==> src/rtl/noise_estimation_frame_stats.sv <==
// Frame noise estimator: single-pass per-block variance from running sum and
// sum-of-squares, reduced over a programmable number of blocks to either the
// floored mean of the block variances (sequential restoring divide) or the
// minimum block variance.
// BLOCK_SIZE must be a power of two and at least 2.
module noise_estimation_frame_stats #(
    parameter int DATA_WIDTH    = 8,
    parameter int BLOCK_SIZE    = 64,
    parameter int BLK_CNT_WIDTH = 16
) (
    input  logic                      clk,
    input  logic                      rst,
    input  logic                      start_of_frame,
    input  logic                      data_valid,
    input  logic [DATA_WIDTH-1:0]     data_in,
    input  logic [BLK_CNT_WIDTH-1:0]  blocks_per_frame,
    input  logic                      mode,
    output logic [2*DATA_WIDTH-1:0]   block_var,
    output logic                      block_var_valid,
    output logic [2*DATA_WIDTH-1:0]   estimated_noise,
    output logic                      estimated_noise_ready,
    output logic                      busy,
    output logic                      overrun
);

    localparam int W   = DATA_WIDTH;
    localparam int L   = $clog2(BLOCK_SIZE);
    localparam int B   = BLK_CNT_WIDTH;
    localparam int SW  = W + L;          // running sum width
    localparam int QW  = 2 * W + L;      // running sum-of-squares width
    localparam int VW  = 2 * W;          // variance width
    localparam int AW  = 2 * W + B;      // frame accumulator / dividend width
    localparam int PW  = 2 * W + 2 * L;  // width of N*Q and S*S
    localparam int DCW = $clog2(AW + 1); // divide step counter width

    typedef enum logic [1:0] {
        IDLE   = 2'd0,
        ACCUM  = 2'd1,
        DIVIDE = 2'd2,
        DONE   = 2'd3
    } state_t;

    state_t state, next_state;

    // Per-block accumulation state
    logic [SW-1:0]  sum_s;
    logic [QW-1:0]  sum_q;
    logic [L-1:0]   pix_cnt;

    // Per-frame control state
    logic [B-1:0]   blocks_lat;
    logic           mode_lat;
    logic [B-1:0]   blk_cnt;
    logic           fold_pending;   // block_var holds a variance of the live frame
    logic           fold_first;     // ... and it is the frame's first block
    logic           frame_end;      // ... and it is the frame's last block

    // Frame reduction and divider state
    logic [AW-1:0]  acc;
    logic [VW-1:0]  min_var;
    logic [AW-1:0]  quot;
    logic [B-1:0]   rem;
    logic [DCW-1:0] div_cnt;

    // Combinational helpers
    logic           accept_first;
    logic           accept;
    logic           drop;
    logic [L-1:0]   pix_cnt_eff;
    logic [SW-1:0]  s_eff, s_next;
    logic [QW-1:0]  q_eff, q_next;
    logic [VW-1:0]  pix_ext, pix_sq;
    logic [PW-1:0]  q_scaled, s_ext, s_sq, var_diff;
    logic [VW-1:0]  var_calc;
    logic [B-1:0]   blocks_new, blocks_eff, blk_eff;
    logic           last_pix, last_blk;
    logic           fold;
    logic [AW-1:0]  acc_sum;
    logic [VW-1:0]  min_next;
    logic [B:0]     div_shift, div_diff;
    logic           div_take;
    logic           div_last;
    logic           div_load;

    // Input qualification and single-pass variance arithmetic
    always_comb begin
        // NOTE: every signal assigned here gets a default first so no path can infer a latch.
        accept_first = data_valid && start_of_frame && (state == IDLE || state == ACCUM);
        accept       = accept_first || (data_valid && state == ACCUM && !frame_end);
        drop         = data_valid && (state == DIVIDE || state == DONE);

        // A start_of_frame pixel restarts everything from zero, aborting any frame in flight.
        pix_cnt_eff = accept_first ? '0 : pix_cnt;
        s_eff       = accept_first ? '0 : sum_s;
        q_eff       = accept_first ? '0 : sum_q;
        blk_eff     = accept_first ? '0 : blk_cnt;
        blocks_new  = (blocks_per_frame == '0) ? B'(1) : blocks_per_frame;
        blocks_eff  = accept_first ? blocks_new : blocks_lat;

        pix_ext  = {{W{1'b0}}, data_in};
        pix_sq   = pix_ext * pix_ext;
        s_next   = s_eff + {{L{1'b0}}, data_in};
        q_next   = q_eff + {{L{1'b0}}, pix_sq};

        // var = (N*Q - S*S) / N^2, exact and never negative since N*Q >= S*S.
        q_scaled = {q_next, {L{1'b0}}};
        s_ext    = {{(W + L){1'b0}}, s_next};
        s_sq     = s_ext * s_ext;
        var_diff = q_scaled - s_sq;
        var_calc = VW'(var_diff >> (2 * L));

        last_pix = accept && (pix_cnt_eff == L'(BLOCK_SIZE - 1));
        last_blk = (blk_eff == blocks_eff - B'(1));
    end

    // Frame reduction and divider step arithmetic
    always_comb begin
        fold     = fold_pending && !accept_first;
        acc_sum  = acc + {{B{1'b0}}, block_var};
        min_next = (fold_first || block_var < min_var) ? block_var : min_var;

        div_shift = {rem, quot[AW-1]};
        div_diff  = div_shift - {1'b0, blocks_lat};
        div_take  = !div_diff[B];
        div_last  = (div_cnt == DCW'(AW - 1));
        div_load  = (state == ACCUM) && (next_state == DIVIDE);
    end

    // State register
    always_ff @(posedge clk or posedge rst) begin
        // NOTE: sequential state uses non-blocking assignments so every flop samples pre-edge values.
        if (rst) state <= IDLE;
        else     state <= next_state;
    end

    // Next-state logic
    always_comb begin
        next_state = state;
        case (state)
            IDLE:   if (accept_first) next_state = ACCUM;
            ACCUM: begin
                if (accept_first)   next_state = ACCUM;
                else if (frame_end) next_state = mode_lat ? DONE : DIVIDE;
            end
            DIVIDE: if (div_last)     next_state = DONE;
            DONE:                     next_state = IDLE;
            default:                  next_state = IDLE;
        endcase
    end

    // Moore outputs of the FSM
    always_comb begin
        busy = (state == DIVIDE) || (state == DONE);
    end

    // Block accumulators and registered block variance
    always_ff @(posedge clk or posedge rst) begin
        if (rst) begin
            sum_s           <= '0;
            sum_q           <= '0;
            pix_cnt         <= '0;
            block_var       <= '0;
            block_var_valid <= 1'b0;
        end else begin
            block_var_valid <= last_pix;
            if (last_pix) begin
                block_var <= var_calc;
                sum_s     <= '0;
                sum_q     <= '0;
                pix_cnt   <= '0;
            end else if (accept) begin
                sum_s   <= s_next;
                sum_q   <= q_next;
                pix_cnt <= pix_cnt_eff + L'(1);
            end
        end
    end

    // Frame parameters and block counting
    always_ff @(posedge clk or posedge rst) begin
        if (rst) begin
            blocks_lat   <= '0;
            mode_lat     <= 1'b0;
            blk_cnt      <= '0;
            fold_pending <= 1'b0;
            fold_first   <= 1'b0;
            frame_end    <= 1'b0;
        end else begin
            fold_pending <= last_pix;
            frame_end    <= last_pix && last_blk;
            if (last_pix) fold_first <= (blk_eff == '0);
            if (accept_first) begin
                blocks_lat <= blocks_new;
                mode_lat   <= mode;
            end
            if (accept) begin
                if (last_pix) blk_cnt <= last_blk ? '0 : blk_eff + B'(1);
                else          blk_cnt <= blk_eff;
            end
        end
    end

    // Frame reduction: running sum of variances or running minimum
    always_ff @(posedge clk or posedge rst) begin
        if (rst) begin
            acc     <= '0;
            min_var <= '0;
        end else if (accept_first) begin
            acc     <= '0;
            min_var <= '0;
        end else if (fold) begin
            if (mode_lat) min_var <= min_next;
            else          acc     <= acc_sum;
        end
    end

    // Restoring divider: one quotient bit per cycle, MSB first
    always_ff @(posedge clk or posedge rst) begin
        if (rst) begin
            quot    <= '0;
            rem     <= '0;
            div_cnt <= '0;
        end else if (div_load) begin
            quot    <= acc_sum;
            rem     <= '0;
            div_cnt <= '0;
        end else if (state == DIVIDE) begin
            quot    <= {quot[AW-2:0], div_take};
            rem     <= div_take ? div_diff[B-1:0] : div_shift[B-1:0];
            div_cnt <= div_cnt + DCW'(1);
        end
    end

    // Result register, ready pulse and overrun pulse
    always_ff @(posedge clk or posedge rst) begin
        if (rst) begin
            estimated_noise       <= '0;
            estimated_noise_ready <= 1'b0;
            overrun               <= 1'b0;
        end else begin
            estimated_noise_ready <= (state == DONE);
            overrun               <= drop;
            if (state == DONE) estimated_noise <= mode_lat ? min_var : quot[VW-1:0];
        end
    end

endmodule

==> config.mk <==
export PLATFORM = sky130hd
export DESIGN_NAME = noise_estimation_frame_stats
export DESIGN_NICKNAME = d
export VERILOG_FILES = /design/src/rtl/noise_estimation_frame_stats.sv
export SDC_FILE = /design/constraint.sdc
export NUM_CORES = 1
export LEC_CHECK = 0
export CAP_MARGIN = 20
export CORE_MARGIN = 4
export CORE_UTILIZATION = 33
export DETAILED_ROUTE_END_ITERATION = 7
export GPL_TIMING_DRIVEN = 0
export HOLD_SLACK_MARGIN = 0.06
export SYNTH_ARGS = -nofsm -noshare
export SYNTH_HDL_FRONTEND = slang
export SYNTH_SLANG_ARGS = --single-unit
==> constraint.sdc <==
create_clock -name clk -period 9.67 [get_ports clk]
set_clock_uncertainty 0.05 [all_clocks]
set_input_delay 1.934 -clock clk [delete_from_list [all_inputs] [get_ports clk]]
set_output_delay 1.934 -clock clk [all_outputs]
set_load 0.005 [all_outputs]
==> results.txt <==
Critical Path RT: 10.04 ns
top cells by count, synth: inv_1, nand2_1, dfrtp_1
Max stage delay on crit path: 0.54 ns
max_cap viols: 0
yosys warns: 0
Final Hold Fails: 0
Max Fanout on Critical Path: 4
non-filler cells, final: 3374
Reg area: 5410 sq um
RSZ-0062 raised after global routing: yes
min Tclk post-route: 10.06 ns
drt drc: 0
Core Area: 62200 sq um
Netlist Area Pre-Place: 20900 sq um
DR WL/cell: 17.1 um
cts bufs inserted: 26
top_reg_cell synth: dfrtp_1
first-pass GRT wire length: 94100 um
largest net degree at the start of global routing: 124
Final ANT Viol Nets: 0
Nets: 2914
cell area after layout: 24400 sq um
DR pass1 iterations: 5
Tightest Pin Transition: 1.06 ns
Buffers on Ports: 64
GRT overflow: 0
Clock Latency Late Sink: 0.55 ns
post-synth top area share: 25.9%
# IOs: 65
placed cell areas: 22800 sq um
Vias: 16993
Max Freq: 99.4 MHz
sequential area share after synthesis: 25.9%
die area: 67400 sq um
Die Y: 260 um
row cnt: 91
hold slack: 0.421 ns
Setup CP Type: in2reg
Yosys top cell by area: dfrtp_1
Syn Nets: 2784
hold crit path type: reg2reg
critical path startpoint category: input port
Layout area overhead: 16.8%
cell mode on critical path: fa_1
count leader, synth: inv_1
multi-input logic area: 14100 sq um
Final Max Tran Viols: 0
Post-Syn Instances: 2388
Detailed Route Iter0 Violations: 1152
status: finished with violations
top cells by area, synth: dfrtp_1, fa_1, ha_1
worst endpoint data arrival time: 10.43 ns
Placer Congestion: 0.886
Distinct cells, synth: 81
CP endpoint kind: flop
diodes inserted: 0
clk buf depth: 3
pre-CTS WS: -3.26 ns
asr flop ratio synth: 100%
clock sink total: 216
vias per cell: 5.04
Yosys reg bits: 216
failing checks: negative setup slack
H-tree levels: 1
Hold Buf Count CTS: 0
EDFF count, synth: 0
Final period util: 104%
Initial Util: 33.6%
DIE WIDTH: 260 um
vias in the first global route: 17722
placed cells: 3291
hpwl dp: 44800 um
layout cell share with drive strength beyond 1: 7.49%
Worst Setup Slack, final: -0.386 ns
clock slew at reported path FFs: 0.06 ns
critical path's slowest cell: fa_1
Layout fillers: 6278
CTS tree: done
slew margin rel.: 28.5%
final WL: 57500 um
CTS root buf: clkbuf_16
final setup violation count: 12
Avg Cell Area, Syn: 8.74 sq um
initial antenna violation count: 1
gr usage total: 17.1%
[worst paths after layout]
check / start / to / slack [ns] / cells past startpoint
hold reg to reg: sum_s[0] / sum_s[0] / 0.42 / 2
hold / removal: sum_s[0] / sum_s[0] / 0.42 / 2
max in group asynchronous: rst / sum_s[4] / 6.68 / 3
setup / recovery: start_of_frame / block_var[6] / -0.39 / 40
min in group asynchronous: rst / blocks_lat[4] / 1.83 / 2
setup reg to reg: state[1] / block_var[6] / 0.45 / 39
[state kept, by name, indices dropped and copies added, names as in the netlist]
signal and cells:
acc 32, quot 32, sum_q 22, blk_cnt 16, block_var 16, blocks_lat 16, estimated_noise 16, min_var 16
rem 16, sum_s 14, div_cnt 6, pix_cnt 6, state 2, estimated_noise_ready 1, fold_first 1, fold_pending 1
frame_end 1, mode_lat 1, overrun 1
[cell families after synthesis]
logic type | Yosys count | synth area share (%)
compound gates | 406 | 12.1
xor+xnor | 131 | 5.63
fa+ha+maj | 367 | 28.5
buf+inv | 469 | 8.53
simple gates | 740 | 16.5
flops | 216 | 25.9
mux | 59 | 2.89
[routing by layer]
layer	global-route usage, %	vias to the layer above	part of all wire, %
met4	4.84	2	2.9
met3	1.84	99	4.2
met5	0	-	0.023
li1	-	8098	-
met2	30.2	394	49
met1	22.3	8400	44
[area by class of cell]
class,count,share of cell area (%)
timing repair buffer,105,4.13
buffer,87,1.78
clock inverter,13,1.04
multi-input combinational,1703,57.6
tap,837,4.29
sequential,216,22.2
clock buffer,34,3.08
inverter,379,5.91
[repair_timing]
item / CTS / global route
buffers inserted: 38 / 7
setup endpoints to repair: 16 / 16
pin swaps: 47 / 24
hold endpoints to repair: 0 / 0
gates cloned: 0 / 0
gates resized for setup: 86 / 27
[cell usage in the layout, fill, tap and decap left out, types with 11 or more instances in the layout]
cell,n
nor3_1,40
buf_4,30
buf_6,12
a22oi_1,20
ha_1,178
nor2_1,158
dfrtp_1,216
nor4_1,16
and2_1,47
o21ai_1,14
o21ai_0,124
nand2_1,288
nand2b_1,11
nor2b_1,17
fa_1,179
nand3_1,53
or3_1,11
clkdlybuf4s50_1,54
clkbuf_1,67
a21o_1,24
inv_1,366
o211ai_1,16
clkbuf_16,28
xnor2_1,72
nand4_1,19
a21oi_1,87
and3_1,25
mux2i_1,57
xor2_1,50
o31ai_1,22
[metrics by stage]
step	setup TNS (ns)	utilization (%)
finish	-2.88	39.2
global route	-7.41	39.2
CTS	-3.14	39.1
detailed placement	-46.66	36.6
global placement	-326.44	36.6
floorplan	-4.09	-
[critical path: cells and delay by family]
kind                     cells  cell delay, ns
adder cells (fa/ha/maj)     12            4.97
AO/OA/AOI/OAI                9            1.45
XOR/XNOR                     2            0.33
AND/OR/NAND/NOR              4            0.58
buffers and inverters       13            1.16
Power is left out: the tool's default activity adds up to more than one toggle a clock period on the data nets, which glitch-free logic cannot reach.
==> patch: new RTL, config.mk and constraints unchanged <==
Reset style: synchronous (`rst`), changed in 6 clocked blocks.
--- a/src/rtl/noise_estimation_frame_stats.sv
+++ b/src/rtl/noise_estimation_frame_stats.sv
@@ -127,7 +127,7 @@
     end
 
     // State register
-    always_ff @(posedge clk or posedge rst) begin
+    always_ff @(posedge clk) begin
         // NOTE: sequential state uses non-blocking assignments so every flop samples pre-edge values.
         if (rst) state <= IDLE;
         else     state <= next_state;
@@ -154,7 +154,7 @@
     end
 
     // Block accumulators and registered block variance
-    always_ff @(posedge clk or posedge rst) begin
+    always_ff @(posedge clk) begin
         if (rst) begin
             sum_s           <= '0;
             sum_q           <= '0;
@@ -177,7 +177,7 @@
     end
 
     // Frame parameters and block counting
-    always_ff @(posedge clk or posedge rst) begin
+    always_ff @(posedge clk) begin
         if (rst) begin
             blocks_lat   <= '0;
             mode_lat     <= 1'b0;
@@ -201,7 +201,7 @@
     end
 
     // Frame reduction: running sum of variances or running minimum
-    always_ff @(posedge clk or posedge rst) begin
+    always_ff @(posedge clk) begin
         if (rst) begin
             acc     <= '0;
             min_var <= '0;
@@ -215,7 +215,7 @@
     end
 
     // Restoring divider: one quotient bit per cycle, MSB first
-    always_ff @(posedge clk or posedge rst) begin
+    always_ff @(posedge clk) begin
         if (rst) begin
             quot    <= '0;
             rem     <= '0;
@@ -232,7 +232,7 @@
     end
 
     // Result register, ready pulse and overrun pulse
-    always_ff @(posedge clk or posedge rst) begin
+    always_ff @(posedge clk) begin
         if (rst) begin
             estimated_noise       <= '0;
             estimated_noise_ready <= 1'b0;
Behaviour: no difference found for any inputs over 10 cycles, from zero or initial values and one cycle with rst high; that may be too few to reach the edited logic, so the function may still have changed.
==> patch against the unedited design <==
  * The flow still finishes with violations (setup timing)
  * Setup slack improved by 0.035 ns
  * Register-to-register slack improved by 0.25 ns
  * Global-route usage increased by 0.11 points
  * Cell area decreased by 0.90%
  * Sequential cell count unchanged
  * Synthesized area decreased by 1.2%
  * Routed wire length increased by 0.47%
  * Core utilization decreased by 0.14 points
  * Cell count increased by 4.0%
  * Critical endpoint is now block_var[9]
  * Highest routed layer is now met4
Power is left out: it rests on default switching activity, and per cell area and clock period it moved more than threefold.
==> patch: results (changes against the unedited design) <==
[outcome]
outcome = finished with violations
failed_checks = setup timing

[sta]
fin_setup_tns_ns = -2.29  ; +0.587 ns
setup_ws_ns = -0.351  ; +0.0348 ns
final-setup-viol-count = 12  ; unchanged
slew_headroom_pct = 27.7  ; -0.80 points

[cts]
cts_root_buf = clkbuf_16
cts_buffer_depth = 3  ; unchanged
clkTransAtPathRegs_ns = 0.06  ; about the same
cts_buffers = 28  ; +7.7%
clk-insertion-delay-late_ns = 0.56
cts_max_level = 1  ; unchanged

[finish]
nFillCells = 6281  ; +0.048%
layout.nets = 3043  ; +4.4%
reg_top3 = acc: 32 flops, quot: 32 flops, sum_q: 22 flops
drive_gt1_share_pct = 8.27  ; +0.78 points
diodes = 0  ; unchanged

[placed_design]
portBuffers = 64  ; unchanged
routabilityCongestion = 0.883  ; -0.35%
post-dp-hpwl_mm = 45.2  ; +0.79%

[detailed_routing]
ant_nets = 0  ; unchanged
dr.pass1.iters = 5  ; unchanged
vias = 17700  ; +4.4%
wl_per_cell_microns = 16.5  ; -3.4%
drt_iter0_drc = 1006  ; -13%

[synth]
synth-adder-area-share_pct = 28.7  ; +0.23 points
yosysWarningCount = 0  ; unchanged
synthTopCellsByCount = inv_1, nand2_1, dfxtp_1, ha_1, fa_1
synthTopCellsByArea = dfxtp_1, fa_1, ha_1, inv_1, nand2_1
synth_cell_types = 76  ; -6.2%
synth_xor_area_share_pct = 5.63  ; about the same
synthMuxAreaShare_pct = 2.09  ; -0.81 points
synth_top_flop_cell = dfxtp_1
ys_async_sr_fraction_pct = 0  ; -100 points
postSynthCellCount = 2524  ; +5.7%
syn-num-nets = 2918  ; +4.8%
synth_compound_area_share_pct = 15.2  ; +3.1 points
ys_seq_area_share_pct = 21.0  ; -4.9 points

[global_route]
grt_pass1_wl_mm = 94.3  ; +0.18%
grt_antenna_before_repair = 0  ; -1
grt_max_degree = 20  ; -84%
grt_util_all_layers_pct = 17.2  ; +0.11 points

[setup_path]
crit_path_max_fanout = 5  ; +1
slowest_stage = fa_2
crit_path_max_incr_delay_ns = 0.59  ; +0.05 ns
arrival_ns = 10.41  ; -0.02 ns

[hold_path]
min_path_type = flip-flop to flip-flop

## patch: changes by cell type in the layout (fill, tap and decap cells not counted), moves of 18 or more
cell,before,now
dfrtp_1,216,0
dfxtp_1,0,216
a21oi_1,87,152
o21ai_0,124,71
clkbuf_1,67,91
a211oi_1,8,31
and3_1,25,46
mux2i_1,57,36
nand4_1,19,37
## patch: routing by layer
| metal | wire, microns | vias to the layer above | global-route usage, % |
|---|---|---|---|
| met2 | 26900 | 355 | 28.6 |
| met3 | 2360 | 69 | 1.84 |
| met1 | 27200 | 8606 | 24.2 |
| met5 | 0 | - | 0 |
| met4 | 1330 | 0 | 3.87 |
| li1 | - | 8708 | - |
## patch: critical path: cells and delay by family
| family | cells | cell delay (ns) |
|---|---|---|
| AOI/OAI and AO/OA | 9 | 1.62 |
| xor gates and xnor gates | 1 | 0.13 |
| adders and majority gates | 12 | 5.47 |
| buffers and inverters | 9 | 0.68 |
| and+or+nand+nor | 3 | 0.57 |
## patch: path summary, 6_finish.rpt
kind               from            to  slack [ns]  cells past startpoint
min            sum_s[5]      sum_s[5]        0.40                      2
max reg2reg    state[1]  block_var[9]        0.70                     33
min reg2reg    sum_s[5]      sum_s[5]        0.40                      2
max          data_valid  block_var[9]       -0.35                     34
## patch: final cells by class
type | instances | area, sq um | share of cell area (%)
clock buffer | 38 | 820 | 3.39
inverter | 367 | 1390 | 5.73
sequential | 216 | 4320 | 17.9
multi-input combinational | 1825 | 14900 | 61.7
tap | 837 | 1050 | 4.33
timing repair buffer | 102 | 955 | 3.95
buffer | 109 | 532 | 2.20
clock inverter | 14 | 196 | 0.813
## patch: cells by family after synthesis
kind of cell	after synthesis
AO/OA/AOI/OAI	489
XOR/XNOR	131
adder cells (fa/ha/maj)	365
buffers and inverters	483
flip-flops	216
multiplexers	42
AND/OR/NAND/NOR	798
## patch: through the flow
| step | worst slack [ns] | area (sq um) | cells | utilization (%) | hold slack, ns |
|---|---|---|---|---|---|
| after floorplan | -0.817 | 20800 | 2524 | - | 0.377 |
| after global placement | -2.78 | 22500 | 3425 | 36.4 | 0.384 |
| after detailed placement | -2.74 | 22500 | 3427 | 36.4 | 0.391 |
| after CTS | -0.462 | 23900 | 3492 | 38.7 | 0.400 |
| after global routing | -0.624 | 24200 | 3508 | 39.1 | 0.409 |
| final | -0.351 | 24200 | 3508 | 39.1 | 0.396 |
## patch: timing repair
| action | 4_1_cts | 5_1_grt |
|---|---|---|
| endpoints found under the setup margin | 16 | 15 |
| cloned | 0 | 1 |
| setup buffers | 20 | 20 |
| pin swaps | 41 | 58 |
| gates resized for setup | 84 | 59 |
